### config.mk
export PLATFORM = sky130hd
export DESIGN_NAME = reg_writeback_queue
export DESIGN_NICKNAME = d
export VERILOG_FILES = /design/src/rtl/reg_writeback_queue.sv
export SDC_FILE = /design/constraint.sdc
export NUM_CORES = 1
export LEC_CHECK = 0
export ABC_CLOCK_PERIOD_IN_PS = 2440
export CAP_MARGIN = 20
export CORE_MARGIN = 5
export CORE_UTILIZATION = 40
export CTS_BUF_LIST = sky130_fd_sc_hd__clkbuf_4 sky130_fd_sc_hd__clkbuf_8
export DETAILED_ROUTE_END_ITERATION = 10
export SLEW_MARGIN = 20
export SYNTH_ARGS = -nofsm -noshare
export SYNTH_HDL_FRONTEND = slang
export SYNTH_SLANG_ARGS = --single-unit
### constraint.sdc
create_clock -name clk -period 2.44 [get_ports clk]
set_clock_uncertainty 0.15 [all_clocks]
set_input_delay 0.366 -clock clk [delete_from_list [all_inputs] [get_ports clk]]
set_output_delay 0.366 -clock clk [all_outputs]
set_load 0.03 [all_outputs]
### src/rtl/reg_writeback_queue.sv
// Pending register-writeback FIFO with two forwarding lookup ports.
// Ports: wb_* push side, drain_en/rf_* register file side, lk_* lookups, count/full/empty status.
module reg_writeback_queue #(
   parameter int DEPTH  = 4,
   parameter int ADDR_W = 4,
   parameter int DATA_W = 8,
   localparam int PW    = $clog2(DEPTH),
   localparam int CW    = $clog2(DEPTH) + 1
) (
   input  logic              clk,
   input  logic              rst_n,
   input  logic              wb_valid,
   output logic              wb_ready,
   input  logic [ADDR_W-1:0] wb_addr,
   input  logic [DATA_W-1:0] wb_data,
   input  logic              drain_en,
   output logic              rf_write,
   output logic [ADDR_W-1:0] rf_addr,
   output logic [DATA_W-1:0] rf_data,
   input  logic [ADDR_W-1:0] lk_addr1,
   input  logic [ADDR_W-1:0] lk_addr2,
   output logic              lk_hit1,
   output logic              lk_hit2,
   output logic [DATA_W-1:0] lk_data1,
   output logic [DATA_W-1:0] lk_data2,
   output logic [CW-1:0]     count,
   output logic              full,
   output logic              empty
);

   logic [ADDR_W-1:0] addr_q [DEPTH];
   logic [DATA_W-1:0] data_q [DEPTH];

   logic [PW-1:0] rd_ptr_q, rd_ptr_d;
   logic [PW-1:0] wr_ptr_q, wr_ptr_d;
   logic [CW-1:0] cnt_q, cnt_d;

   logic push, pop;

   assign full     = (cnt_q == CW'(DEPTH));
   assign empty    = (cnt_q == '0);
   assign count    = cnt_q;
   assign wb_ready = !full;

   // Push is refused whenever full, even if the head pops this cycle.
   assign push = wb_valid && !full;
   assign pop  = rf_write;

   assign rf_write = drain_en && !empty;
   assign rf_addr  = rf_write ? addr_q[rd_ptr_q] : '0;
   assign rf_data  = rf_write ? data_q[rd_ptr_q] : '0;

   always_comb begin
      rd_ptr_d = rd_ptr_q;
      wr_ptr_d = wr_ptr_q;
      cnt_d    = cnt_q;
      if (push) wr_ptr_d = wr_ptr_q + PW'(1);
      if (pop)  rd_ptr_d = rd_ptr_q + PW'(1);
      unique case ({push, pop})
         2'b10:   cnt_d = cnt_q + CW'(1);
         2'b01:   cnt_d = cnt_q - CW'(1);
         default: cnt_d = cnt_q;
      endcase
   end

   always_ff @(posedge clk or negedge rst_n) begin
      if (!rst_n) begin
         rd_ptr_q <= '0;
         wr_ptr_q <= '0;
         cnt_q    <= '0;
      end else begin
         rd_ptr_q <= rd_ptr_d;
         wr_ptr_q <= wr_ptr_d;
         cnt_q    <= cnt_d;
      end
   end

   // Storage is not reset; validity comes from the pointers and count.
   always_ff @(posedge clk) begin
      if (push) begin
         addr_q[wr_ptr_q] <= wb_addr;
         data_q[wr_ptr_q] <= wb_data;
      end
   end

   // Walk entries oldest to youngest so the last match wins.
   always_comb begin : lookup_p
      logic [PW-1:0] idx;
      idx      = '0;
      lk_hit1  = 1'b0;
      lk_hit2  = 1'b0;
      lk_data1 = '0;
      lk_data2 = '0;
      for (int i = 0; i < DEPTH; i++) begin
         idx = rd_ptr_q + PW'(i);
         if (CW'(i) < cnt_q) begin
            if (addr_q[idx] == lk_addr1) begin
               lk_hit1  = 1'b1;
               lk_data1 = data_q[idx];
            end
            if (addr_q[idx] == lk_addr2) begin
               lk_hit2  = 1'b1;
               lk_data2 = data_q[idx];
            end
         end
      end
   end

endmodule

# Word level (Yosys, flattened, before mapping)
# Memory sizes are Yosys's and may differ from the RTL's.
# Cells that the tools add are included.
[word_totals]
register_bits = 7
ramBits = 48
out_inout_bits = 37
elab_cells = 69
memories = 2
[mem_list]
columns = ["name", "depth", "width", "rd", "rd_ports_with_merged_regs", "write_ports", "line_no", "text"]
rows = [
  ["data_q", 4, 8, 4, 0, 1, "32", "logic [DATA_W-1:0] data_q [DEPTH];"],
  ["addr_q", 4, 4, 4, 0, 1, "31", "logic [ADDR_W-1:0] addr_q [DEPTH];"],
]
[classes]
n_addsub = 6
order_cmp = 4
eq_ne = 11
n_mux = 37
reduce_logical = 6
[op_table]
columns = ["op", "count"]
rows = [
  ["8-bit 2-to-1 mux", 17],
  ["4-bit == test", 8],
  ["1-bit 2-to-1 mux", 18],
  ["1-bit by 3-bit < comparator with 1-bit output, first input constant", 2],
  ["2-bit by 3-bit < comparator with 1-bit output, first input constant", 2],
  ["3-bit one-hot mux with 2 select lines", 1],
  ["2-bit by 1-bit adder with 2-bit output, second input constant", 2],
  ["2-bit adder, second input constant", 2],
  ["4-bit 2-to-1 mux", 1],
  ["3-bit by 1-bit adder with 3-bit output, second input constant", 1],
  ["3-bit == test, second input constant", 1],
  ["3-bit logical NOT", 1],
  ["3-bit by 1-bit subtractor with 3-bit output, second input constant", 1],
  ["2-bit by 1-bit == test with 1-bit output, second input constant", 1],
  ["2-bit == test, second input constant", 1],
  ["1-bit logical AND", 2],
  ["1-bit logical NOT", 2],
  ["2-bit nonzero test", 1],
]

# Depth between registers and ports, before layout
# An unclocked memory read counts as a cell.
[logic_depth]
word_depth = 10
depth_mapped = 9
mapped_depth_nobuf = 9

# Worst setup path after synthesis
# Ideal clock, no wire load.
[synth_path]
path_type = "reg-to-output"
startpoint = "register rd_ptr_q[1]"
endpoint = "output port lk_data1[0]"
arrival_ns = 2.667
t_required_ns = 1.924
path_slack_ns = -0.743
path_stages_with_launch = 8
path_buffers = 1
cell_sequence = "dfrtp_1 buf_6 mux4_2 xnor2_1 and4_1 a211oi_4 a221oi_1 a221oi_1"
[synth_between]
elab_chain_len = 10
[synth_rtl]
columns = ["element", "line_no", "text"]
rows = [
  ["start, declared", "34", "logic [PW-1:0] rd_ptr_q, rd_ptr_d;"],
  ["start signal, assigned", "72", "rd_ptr_q <= rd_ptr_d;"],
  ["parallel branches: the longest is 9 deep, another holds memory 4 x 4 bit", "-", ""],
  ["8-bit 2-to-1 mux (*)", "96", "if (CW'(i) < cnt_q) begin"],
  ["end, declared", "24", "output logic [DATA_W-1:0] lk_data1,"],
]
# Every way passes the cells marked *.

# Worst setup path in the final report
[layout_path]
startpoint = "register rd_ptr_q[0]"
endpoint = "output port lk_data2[5]"
[layout_between]
elab_chain_len = 10
[layout_rtl]
columns = ["element", "line_no", "text"]
rows = [
  ["parallel branches: the longest is 9 deep, another holds memory 4 x 4 bit", "-", ""],
  ["8-bit 2-to-1 mux (*)", "96", ""],
  ["end, declared", "25", "output logic [DATA_W-1:0] lk_data2,"],
]
# Marked as above.

==> qor.yml <==
die_h_um: 111
grt_usage_pct: 18.5
initial_core_util_pct: 41.3
cp-end-kind: "primary output"
fmax_mhz: 307
drive_above_1_share_pct: 54.7
htreeDepth: 2
cts_sinks: 55
finalWorstSetupSlack_ns: -0.821
place_area_um2: 5520
setup_viol: 27
r2r-start: "count[0]$_DFFE_PN0P_"
drt_iter0_markers: 209
worst_slew_pin_slew_ns: 0.478
vias_per_cell: 5.25
timing.rr.end: "count[2]$_DFFE_PN0P_"
clock_power_share_pct: 6.0
die_width_um: 111
maxCapViolCount: 0
cts_made_buffers: 5
overflow: 0
firstDrtPassIters: 4
num_vias: 3178
grt_pass1_vias: 3199
ys_seq_area_share_pct: 39.6
synth_area_um2: 4080
synth_edf_count: 48
postRouteAntennaNets: 0
p_seq_share_pct: 15.6
fp-row-count: 36
cp_max_fo: 7
post-route-drc-count: 0
synth_ff_type: "edfxtp_1"
ctsRootBufferMaster: "clkbuf_8"
status: "finished, violations left"
synthTopCellsByArea: "edfxtp_1 (35%), mux2i_1 (9.8%), mux4_2 (8.3%), xnor2_1 (6.4%), mux2_2 (6.3%)"
cp.arrival_ns: 2.75
dieArea_um2: 12300
maxSlewHeadroom_pct: 67.2
cts_tree: "yes"
syn_area_per_cell_um2: 12.4
finalWeightedCongestion: 0.811
syn_nets: 361
slew_viol_final: 0
ys_async_sr_fraction_pct: 12.7
clkLatencyLatePin_ns: 0.29
p_sw_share_pct: 45.1
p_switching_mw: 4.27
hp-class: "input pin to async pin"
routed_wl_mm: 11.4
portBuffers: 60
yosys.area.top_type: "edfxtp_1"
grt_max_degree: 34
path_clk_slew_ns: 0.08
final_area_um2: 6300
final_nets: 504
fp.coreArea_um2: 9860
netlist_instances: 328
synth.most_common_cell: "edfxtp_1"
syn2layout_area_growth_pct: 54.6
r2r_cells: 10
final_hold_viol_count: 0
internal_power_mw: 5.20
synth_warnings: 0
num_antenna_cells: 0
antenna_found_initial: 0
pwr-share-comb_pct: 78.4
period_share_pct: 134
synthTopCellsByCount: "edfxtp_1 (48), mux2i_1 (40), xnor2_1 (30)"
leakagePower_nw: 2.51
max-vdd-ir-drop_v: 0.000642
grt_setup_unrepaired: "yes"
fin_crit_ns: 3.26
synthDistinctLibCells: 42
ys_ff_latch: 55
failed_checks: "negative setup slack"
pin_count: 61
ctsLongestPathBuffers: 2
grt_pass1_wl_mm: 18.3
dpl.hpwl_mm: 8.64
crit_path_start_kind: "register"
rrSetupSlack_ns: 0.24
numPlacedInstances: 577
crit_type: "register to primary output"
crit_required_ns: 1.92
routedWlPerCell_um: 18.9
fin_cells: 605
power_density_nw_per_um2: 1500
synth_top_area_share_pct: 35.3
[worst max-delay path by stage]
stage / from / to / slack, ns / cells past startpoint
6_report: rd_ptr_q[0]$_DFFE_PN0P_ / lk_data2[5] / -0.82 / 10
3_5_place_dp: rd_ptr_q[1]$_DFFE_PN0P_ / lk_data2[5] / -0.69 / 8
3_3_place_gp: rd_ptr_q[0]$_DFFE_PN0P_ / lk_data2[7] / -0.62 / 7
4_1_cts: rd_ptr_q[0]$_DFFE_PN0P_ / lk_data1[5] / -0.84 / 10
5_1_grt: rd_ptr_q[0]$_DFFE_PN0P_ / lk_data1[6] / -0.94 / 9
2_1_floorplan: rd_ptr_q[1]$_DFFE_PN0P_ / lk_data1[0] / -0.45 / 7
[cells in the final DEF (no fill, tap or decap), types with 3 or more instances in the layout]
| master | n |
|---|---|
| dfrtp_1 | 3 |
| nand2_1 | 11 |
| nand2b_1 | 3 |
| a221oi_2 | 17 |
| a221oi_4 | 11 |
| clkbuf_8 | 6 |
| buf_4 | 82 |
| and2_4 | 4 |
| xnor2_2 | 5 |
| dfrtp_2 | 3 |
| nor2_1 | 8 |
| nor2_2 | 3 |
| clkdlybuf4s50_1 | 26 |
| and2_1 | 6 |
| mux2_2 | 17 |
| buf_12 | 8 |
| a21oi_4 | 4 |
| o21ai_0 | 4 |
| a21oi_2 | 4 |
| xor2_2 | 4 |
| and3_1 | 7 |
| ha_1 | 9 |
| nor2_4 | 5 |
| inv_1 | 9 |
| buf_6 | 30 |
| edfxtp_1 | 48 |
| mux4_2 | 16 |
| nand3_2 | 3 |
| mux2_4 | 6 |
| mux2i_1 | 37 |
| xnor2_1 | 25 |
[flip-flops by register name, indices dropped and copies added (netlist names)]
name,count
rd_ptr_q,2
data_q,32
count,3
wr_ptr_q,2
addr_q,16
[per-layer routing]
layer / global-route usage, % / routed length [um]
met1: 28.9 / 5810
met2: 28.2 / 5250
met3: 1.47 / 300
met4: 3.20 / 74
met5: 0 / 0
[stage by stage]
step | setup TNS [ns] | total power, mW | util [%] | setup WS [ns] | hold WS [ns]
floorplan | -7.42 | 5.50 | - | -0.454 | -0.0796
global placement | -11.88 | 7.53 | 55.9 | -0.618 | 0.363
detailed placement | -13.12 | 7.61 | 55.9 | -0.694 | 0.395
CTS | -16.02 | 9.13 | 62.1 | -0.841 | 0.203
global route | -18.36 | 9.98 | 63.9 | -0.937 | 0.218
finish | -15.36 | 9.47 | 63.9 | -0.821 | 0.198
[power by group through the flow]
| stage | logic [mW] | registers (mW) | clock network [mW] |
|---|---|---|---|
| floorplan | 4.06 | 1.45 | 0 |
| global placement | 6.03 | 1.49 | 0 |
| detailed placement | 6.11 | 1.51 | 0 |
| CTS | 7.07 | 1.47 | 0.584 |
| global route | 7.84 | 1.51 | 0.632 |
| finish | 7.43 | 1.48 | 0.566 |
[critical path: stages, from the launching register on]
cell and delay [ns]:
dfrtp_4 0.53, buf_6 0.14, buf_6 0.10, mux4_2 0.47, xnor2_2 0.19, nand3_2 0.11
a211oi_4 0.26, buf_12 0.18, a221oi_4 0.07, a221oi_4 0.23, buf_6 0.17
[kinds of logic after synthesis]
group	synth area share, %
multiplexers	25.1
AO/OA/AOI/OAI	11.7
adder cells (fa/ha/maj)	2.76
XOR/XNOR	7.73
flip-flops	39.6
AND/OR/NAND/NOR	9.29
buffers and inverters	3.74
[cell type report]
type                    instances  area [um2]
well taps                     133         166
clock inverters                 3        43.8
multi-input cells             245        2880
inverters                      10        37.5
repair buffers                154        1480
fillers                       747        3560
flip-flops and latches         55        1620
clock buffers                   5        68.8
[repair_timing]
action,CTS,global route
resized for setup,105,34
setup buffers,13,6
hold endpoints to repair,0,0
pin swaps,16,12
hold buffers,0,0
cloned,4,0
endpoints found under the setup margin,34,31
No activity file was read; power rests on OpenSTA's default activity.
